==> src/rtl/acl2_pkg.sv <==
// acl2_pkg: ACL2 command/register constants, scheduler state encoding and
// per-state byte helpers shared by the sample scheduler.
`default_nettype none

package acl2_pkg;

   localparam logic [7:0] ACL2_WRITE     = 8'h0A;
   localparam logic [7:0] ACL2_READ      = 8'h0B;
   localparam logic [7:0] ACL2_POWER_CTL = 8'h2D;
   localparam logic [7:0] ACL2_XDATA     = 8'h08;
   localparam logic [7:0] ACL2_MEASURE   = 8'h02;

   typedef enum logic [3:0] {
      ST_STARTUP   = 4'd0,
      ST_CFG_CMD   = 4'd1,
      ST_CFG_ADDR  = 4'd2,
      ST_CFG_DATA  = 4'd3,
      ST_WAIT_TICK = 4'd4,
      ST_RD_CMD    = 4'd5,
      ST_RD_ADDR   = 4'd6,
      ST_RD_X      = 4'd7,
      ST_RD_Y      = 4'd8,
      ST_RD_Z      = 4'd9
   } state_t;

   function automatic logic is_byte_state(state_t s);
      return (s != ST_STARTUP) && (s != ST_WAIT_TICK);
   endfunction

   function automatic logic [7:0] state_tx(state_t s);
      case (s)
         ST_CFG_CMD:  return ACL2_WRITE;
         ST_CFG_ADDR: return ACL2_POWER_CTL;
         ST_CFG_DATA: return ACL2_MEASURE;
         ST_RD_CMD:   return ACL2_READ;
         ST_RD_ADDR:  return ACL2_XDATA;
         default:     return 8'h00;
      endcase
   endfunction

   // Only the last byte of each transaction releases chip select.
   function automatic logic state_hold(state_t s);
      return (s != ST_CFG_DATA) && (s != ST_RD_Z);
   endfunction

   function automatic state_t next_byte_state(state_t s);
      case (s)
         ST_CFG_CMD:  return ST_CFG_ADDR;
         ST_CFG_ADDR: return ST_CFG_DATA;
         ST_CFG_DATA: return ST_WAIT_TICK;
         ST_RD_CMD:   return ST_RD_ADDR;
         ST_RD_ADDR:  return ST_RD_X;
         ST_RD_X:     return ST_RD_Y;
         ST_RD_Y:     return ST_RD_Z;
         ST_RD_Z:     return ST_WAIT_TICK;
         default:     return ST_STARTUP;
      endcase
   endfunction

endpackage

`default_nettype wire

==> src/rtl/acl2_sample_scheduler_tick_gen.sv <==
// acl2_tick_gen: sample-period ticker with a one-deep pending flag and
// sticky overrun detection. Counting restarts whenever enable is low.
`default_nettype none

module acl2_tick_gen #(
   parameter logic [23:0] SAMPLE_PERIOD = 24'd1250000
) (
   input  logic clk,
   input  logic rst,
   input  logic enable,
   input  logic consume,
   input  logic clear,
   output logic pending,
   output logic overrun
);

   logic [23:0] count;
   logic        tick;

   assign tick = enable && (count == SAMPLE_PERIOD - 24'd1);

   always_ff @(posedge clk or posedge rst) begin
      if (rst) begin
         count   <= '0;
         pending <= 1'b0;
         overrun <= 1'b0;
      end else begin
         if (!enable || tick) count <= '0;
         else                 count <= count + 24'd1;

         // A tick landing on the consume cycle refills the flag without loss.
         if (clear) begin
            pending <= 1'b0;
         end else begin
            pending <= tick | (pending & ~consume);
            if (tick && pending && !consume) overrun <= 1'b1;
         end
      end
   end

endmodule

`default_nettype wire

==> src/rtl/acl2_sample_scheduler.sv <==
// acl2_sample_scheduler: drives a byte-level SPI engine to configure the ACL2
// for measurement, then bursts X/Y/Z reads on every sample tick.
`default_nettype none

module acl2_sample_scheduler
   import acl2_pkg::*;
#(
   parameter logic [15:0] STARTUP_CYCLES = 16'd12500,
   parameter logic [23:0] SAMPLE_PERIOD  = 24'd1250000,
   parameter logic [15:0] TIMEOUT_CYCLES = 16'd4096
) (
   input  logic       CLK,
   input  logic       RESET,
   input  logic       XFER_READY,
   output logic       XFER_START,
   output logic [7:0] XFER_TX,
   output logic       XFER_HOLD_CS,
   input  logic       XFER_DONE,
   input  logic [7:0] XFER_RX,
   input  logic [1:0] AXIS_SEL,
   output logic [7:0] X_DATA,
   output logic [7:0] Y_DATA,
   output logic [7:0] Z_DATA,
   output logic [7:0] DATA_OUT,
   output logic       SAMPLE_VALID,
   output logic       DONE_SETUP,
   output logic       OVERRUN,
   output logic       ERR
);

   state_t      state, state_next;
   logic        waiting;
   logic [15:0] startup_cnt;
   logic [15:0] timer;
   logic [7:0]  shadow_x, shadow_y;
   logic        startup_done;
   logic        launch, accept, timeout, consume;
   logic        pending;

   assign startup_done = ({1'b0, startup_cnt} + 17'd1) >= {1'b0, STARTUP_CYCLES};

   acl2_tick_gen #(
      .SAMPLE_PERIOD (SAMPLE_PERIOD)
   ) u_tick_gen (
      .clk     (CLK),
      .rst     (RESET),
      .enable  (DONE_SETUP),
      .consume (consume),
      .clear   (timeout),
      .pending (pending),
      .overrun (OVERRUN)
   );

   // Each byte state has a launch phase (waiting = 0) and a completion phase.
   always_comb begin
      state_next = state;
      launch     = 1'b0;
      accept     = 1'b0;
      timeout    = 1'b0;
      consume    = 1'b0;
      if (is_byte_state(state)) begin
         if (!waiting)                                launch  = XFER_READY;
         else if (XFER_DONE)                          accept  = 1'b1;
         else if (timer == TIMEOUT_CYCLES - 16'd1)    timeout = 1'b1;
      end
      case (state)
         ST_STARTUP:   if (startup_done) state_next = ST_CFG_CMD;
         ST_WAIT_TICK: if (pending) begin
                          consume    = 1'b1;
                          state_next = ST_RD_CMD;
                       end
         default: begin
            if (accept)       state_next = next_byte_state(state);
            else if (timeout) state_next = ST_STARTUP;
         end
      endcase
   end

   always_ff @(posedge CLK or posedge RESET) begin
      if (RESET) begin
         state        <= ST_STARTUP;
         waiting      <= 1'b0;
         startup_cnt  <= '0;
         timer        <= '0;
         XFER_START   <= 1'b0;
         XFER_TX      <= 8'h00;
         XFER_HOLD_CS <= 1'b0;
         shadow_x     <= 8'h00;
         shadow_y     <= 8'h00;
         X_DATA       <= 8'h00;
         Y_DATA       <= 8'h00;
         Z_DATA       <= 8'h00;
         DATA_OUT     <= 8'h00;
         SAMPLE_VALID <= 1'b0;
         DONE_SETUP   <= 1'b0;
         ERR          <= 1'b0;
      end else begin
         state        <= state_next;
         XFER_START   <= launch;
         SAMPLE_VALID <= accept && (state == ST_RD_Z);

         if (launch) begin
            waiting      <= 1'b1;
            timer        <= '0;
            XFER_TX      <= state_tx(state);
            XFER_HOLD_CS <= state_hold(state);
         end else if (accept || timeout) begin
            waiting <= 1'b0;
         end else if (waiting) begin
            timer <= timer + 16'd1;
         end

         if (timeout) begin
            XFER_HOLD_CS <= 1'b0;
            ERR          <= 1'b1;
            DONE_SETUP   <= 1'b0;
         end

         if (state == ST_STARTUP && !startup_done) startup_cnt <= startup_cnt + 16'd1;
         else                                      startup_cnt <= '0;

         // Z goes straight to the output so all three axes update together.
         if (accept) begin
            case (state)
               ST_CFG_DATA: DONE_SETUP <= 1'b1;
               ST_RD_X:     shadow_x   <= XFER_RX;
               ST_RD_Y:     shadow_y   <= XFER_RX;
               ST_RD_Z: begin
                  X_DATA <= shadow_x;
                  Y_DATA <= shadow_y;
                  Z_DATA <= XFER_RX;
               end
               default: ;
            endcase
         end

         case (AXIS_SEL)
            2'd0: DATA_OUT <= X_DATA;
            2'd1: DATA_OUT <= Y_DATA;
            2'd2: DATA_OUT <= Z_DATA;
            2'd3: DATA_OUT <= 8'h00;
         endcase
      end
   end

endmodule

`default_nettype wire
==> config.mk <==
export PLATFORM = sky130hd
export DESIGN_NAME = acl2_sample_scheduler
export DESIGN_NICKNAME = d
export VERILOG_FILES = /design/src/rtl/acl2_pkg.sv /design/src/rtl/acl2_sample_scheduler_tick_gen.sv /design/src/rtl/acl2_sample_scheduler.sv
export SDC_FILE = /design/constraint.sdc
export NUM_CORES = 1
export LEC_CHECK = 0
export CORE_MARGIN = 5
export CORE_UTILIZATION = 30
export CTS_BUF_LIST = sky130_fd_sc_hd__clkbuf_16
export DETAILED_ROUTE_END_ITERATION = 7
export GPL_ROUTABILITY_DRIVEN = 1
export GPL_TIMING_DRIVEN = 0
export SLEW_MARGIN = 20
export SYNTH_ARGS = -nofsm -noshare
export SYNTH_HDL_FRONTEND = slang
export SYNTH_HIERARCHICAL = 1
export SYNTH_SLANG_ARGS = --single-unit
==> constraint.sdc <==
create_clock -name CLK -period 2.6 [get_ports CLK]
set_input_delay 0.26 -clock CLK [delete_from_list [all_inputs] [get_ports CLK]]
set_output_delay 0.26 -clock CLK [all_outputs]
set_load 0.05 [all_outputs]
==> metrics.txt <==
# TYPE chip_impl_metric gauge
chip_impl_info{name="critical_path.startpoint_type",value="flip-flop"} 1
chip_impl_metric{name="number_of_optimization_iterations_in_the_first_detailed_route_pass",unit=""} 4
chip_impl_metric{name="antennaDiodeCount",unit=""} 0
chip_impl_metric{name="cp_data_arrival_time",unit="ns"} 2.69
chip_impl_metric{name="p_leak",unit="nW"} 3.18
chip_impl_metric{name="met2_usage",unit="%"} 20.7
chip_impl_metric{name="r2r.worst_path.cells",unit=""} 8
chip_impl_metric{name="route.detailed.vias_per_inst",unit=""} 4.97
chip_impl_info{name="gr-max-usage-layer",value="met2"} 1
chip_impl_metric{name="detail_route.wl_per_cell",unit="µm"} 15.3
chip_impl_info{name="cts_tree",value="done"} 1
chip_impl_info{name="regToRegStartpoint",value="startup_cnt[0]"} 1
chip_impl_metric{name="via_count",unit=""} 4479
chip_impl_metric{name="drc",unit=""} 0
chip_impl_metric{name="power.ir.vdd_worst",unit="V"} 0.000606
chip_impl_metric{name="globalRouteOverflowTotal",unit=""} 0
chip_impl_metric{name="setup_violations",unit=""} 0
chip_impl_info{name="postSynth.topFlopCell",value="dfrtp_1"} 1
chip_impl_metric{name="clock-skew-final",unit="ns"} 0.00842
chip_impl_metric{name="drive_gt1_share",unit="%"} 17.0
chip_impl_metric{name="cts_buffers",unit=""} 17
chip_impl_metric{name="cts.clk_slew.worst_paths",unit="ns"} 0.06
chip_impl_metric{name="utilization",unit="%"} 38.3
chip_impl_metric{name="rrSetupSlack",unit="ns"} 0.20
chip_impl_metric{name="max_freq",unit="MHz"} 417
chip_impl_metric{name="htreeDepth",unit=""} 4
chip_impl_info{name="commonest_cells_after_routing_fill_and_taps_aside",value="dfrtp_1 (120), clkdlybuf4s50_1 (55), nand2_1 (44)"} 1
chip_impl_metric{name="synth_seq_area_share",unit="%"} 51.4
chip_impl_metric{name="grt_first_pass_wirelength",unit="mm"} 23.3
chip_impl_metric{name="grt_util_met3",unit="%"} 4.39
chip_impl_info{name="path_class",value="reg2reg"} 1
chip_impl_metric{name="layout.nets",unit=""} 644
chip_impl_metric{name="synth-edff-count",unit=""} 0
chip_impl_metric{name="floorplan.rows",unit=""} 51
chip_impl_metric{name="area_overhead_of_the_layout_relative_to_synthesis",unit="%"} 26.9
chip_impl_metric{name="placeableCoreArea",unit="mm²"} 0.0193
chip_impl_metric{name="grt_antenna_before_repair",unit=""} 0
chip_impl_metric{name="clk_path_buf_depth",unit=""} 2
chip_impl_metric{name="post_synth.cell_area_avg",unit="µm²"} 10.8
chip_impl_metric{name="gp_congestion",unit=""} 0.852
chip_impl_metric{name="async_flop_share",unit="%"} 100
chip_impl_metric{name="grt_util_all_layers",unit="%"} 13.0
chip_impl_metric{name="pin_count_of_the_biggest_net_entering_global_routing",unit=""} 28
chip_impl_metric{name="clkLatencyLatePin",unit="ns"} 0.42
chip_impl_info{name="most_frequent_standard_cell_in_the_layout_excluding_fill_and_tap_cells",value="dfrtp_1"} 1
chip_impl_metric{name="finalPower",unit="W"} 0.00605
chip_impl_metric{name="io-pin-count",unit=""} 60
chip_impl_info{name="min-delay-path-class",value="in2async"} 1
chip_impl_metric{name="first_global_vias",unit=""} 4634
chip_impl_metric{name="die_width",unit="µm"} 150
chip_impl_metric{name="wl",unit="mm"} 13.7
chip_impl_metric{name="worst_slew_pin_slew",unit="ns"} 0.752
chip_impl_metric{name="fillCellCount",unit=""} 1877
chip_impl_metric{name="cp.required",unit="ns"} 2.89
chip_impl_metric{name="setup_fix_bufs_post_cts",unit=""} 0
chip_impl_metric{name="post-dp-hpwl",unit="mm"} 9.70
chip_impl_metric{name="critical_path_peak_fanout",unit=""} 10
chip_impl_metric{name="finalHoldViolCount",unit=""} 0
chip_impl_metric{name="portBuffers",unit=""} 55
chip_impl_info{name="status",value="finished clean"} 1
chip_impl_metric{name="power_density",unit="mW/mm²"} 817
chip_impl_metric{name="postSynthRegisterBits",unit=""} 120
chip_impl_metric{name="pre_cts_slack",unit="ns"} 0.0972
chip_impl_metric{name="antenna_violating_nets_post_route",unit=""} 0
chip_impl_metric{name="drt_iter0_markers",unit=""} 189
chip_impl_metric{name="layout_worst_path_cycle_share",unit="%"} 92.3
chip_impl_metric{name="synthCells",unit=""} 542
chip_impl_metric{name="fraction_of_met1_tracks_used_by_global_routing",unit="%"} 16.3
chip_impl_metric{name="effective_utilization_at_floorplan",unit="%"} 30.2
chip_impl_metric{name="final.min_clock_period",unit="ns"} 2.40
chip_impl_metric{name="cts.sink_count",unit=""} 120
chip_impl_metric{name="syn-cell-area",unit="mm²"} 0.00584
chip_impl_metric{name="post_synth_num_cell_types",unit=""} 61
chip_impl_info{name="worstSetupEndpointType",value="flip-flop"} 1
chip_impl_metric{name="die_h",unit="µm"} 150
chip_impl_metric{name="yosysWarnings",unit=""} 6
chip_impl_metric{name="timing.final.ws_setup",unit="ns"} 0.200
chip_impl_metric{name="max_cap_viol_count",unit=""} 0
chip_impl_metric{name="totalNegativeSetupSlack",unit="ns"} 0
chip_impl_info{name="r2r_end",value="startup_cnt[11]"} 1
chip_impl_info{name="grt_setup_unrepaired",value="false"} 1
chip_impl_metric{name="final-max-slew-violation-count",unit=""} 0
chip_impl_info{name="cts.root.buffer_cell",value="clkbuf_16"} 1
chip_impl_metric{name="die_area",unit="mm²"} 0.0224
chip_impl_metric{name="max-slew-margin-rel",unit="%"} 49.5
-- sequential cells by signal, summed over array words and instances (netlist names) --
signal,count
u_tick_gen/count,24
startup_cnt,16
timer,16
DATA_OUT,8
X_DATA,8
Y_DATA,8
Z_DATA,8
shadow_x,8
shadow_y,8
XFER_TX,4
state,4
DONE_SETUP,1
ERR,1
SAMPLE_VALID,1
XFER_HOLD_CS,1
XFER_START,1
u_tick_gen/overrun,1
u_tick_gen/pending,1
waiting,1
-- critical path, stage by stage, from the launching register on --
cell	delay [ns]
dfrtp_1	0.46
ha_1	0.27
buf_2	0.26
nand4_1	0.11
a211oi_1	0.32
a311oi_2	0.12
a21oi_1	0.35
buf_2	0.31
nor3_1	0.08
-- logic make-up after synthesis --
logic type | synth area share, %
other cells | 0.0642
xor+xnor | 4.35
fa+ha+maj | 1.50
compound gates | 8.29
flops | 51.4
mux | 12.1
buf+inv | 3.58
simple gates | 18.7
-- cells in the mapped netlist (8+ instances only) --
cell type,number,share of area (%)
a21oi_1,17,1.5
buf_2,10,0.86
buf_4,8,1.0
clkbuf_1,9,0.58
dfrtp_1,120,51
inv_1,16,1.0
mux2_2,42,8.1
mux2i_1,21,3.6
nand2_1,44,2.8
nand3_1,24,2.1
nand4_1,17,1.8
nor2_1,36,2.3
nor3_1,24,2.1
nor4_1,9,0.96
o21ai_0,20,1.7
xnor2_1,15,2.2
xor2_1,14,2.1
-- how the worst max path moves through the flow --
| stage | from | endpoint | slack [ns] |
|---|---|---|---|
| after CTS | state[0] | timer[14] | 0.1 |
| after global routing | state[0] | timer[14] | 0.04 |
| after detailed placement | XFER_DONE | shadow_x[0] | 0.1 |
| final | startup_cnt[0] | startup_cnt[11] | 0.20 |
| after global placement | XFER_DONE | shadow_x[4] | 0.07 |
| after floorplan | state[0] | timer[11] | 0.55 |
-- what timing repair did --
action	4_1_cts	5_1_grt
hold buffers	0	0
endpoints found under the setup margin	0	6
gates resized for setup	0	1
-- per-layer routing --
| layer | share of wire (%) | wire length (µm) | vias to the layer above |
|---|---|---|---|
| met5 | 0 | 0 | - |
| met1 | 45 | 6120 | 2218 |
| li1 | - | - | 2121 |
| met4 | 1.7 | 236 | 0 |
| met2 | 48 | 6670 | 117 |
| met3 | 5.3 | 723 | 23 |
-- power breakdown --
part | switching, W | total [W] | leakage [nW] | internal [W]
logic | 0.000922 | 0.00142 | 1.25 | 0.000497
clock network | 0.000881 | 0.00239 | 0.285 | 0.00151
registers | 0.000173 | 0.00225 | 1.64 | 0.00208
-- area by class of cell --
type	count	area [µm²]	share of cell area [%]
Sequential cell	120	3000	40.5
Multi-Input combinational cell	382	2650	35.7
Timing Repair Buffer	58	618	8.34
Clock buffer	17	425	5.74
Tap cell	265	332	4.47
Clock inverter	15	174	2.35
Buffer	28	149	2.01
Inverter	16	63.8	0.861
-- through the flow --
| step | cell area (µm²) | cells | hold slack, ns |
|---|---|---|---|
| after detailed placement | 6810 | 869 | 0.457 |
| after global routing | 7410 | 901 | 0.340 |
| final | 7410 | 901 | 0.298 |
| after CTS | 7410 | 901 | 0.294 |
| after global placement | 6740 | 866 | 0.454 |
| after floorplan | 5860 | 546 | 0.300 |
No activity file was read; power rests on OpenSTA's default activity.
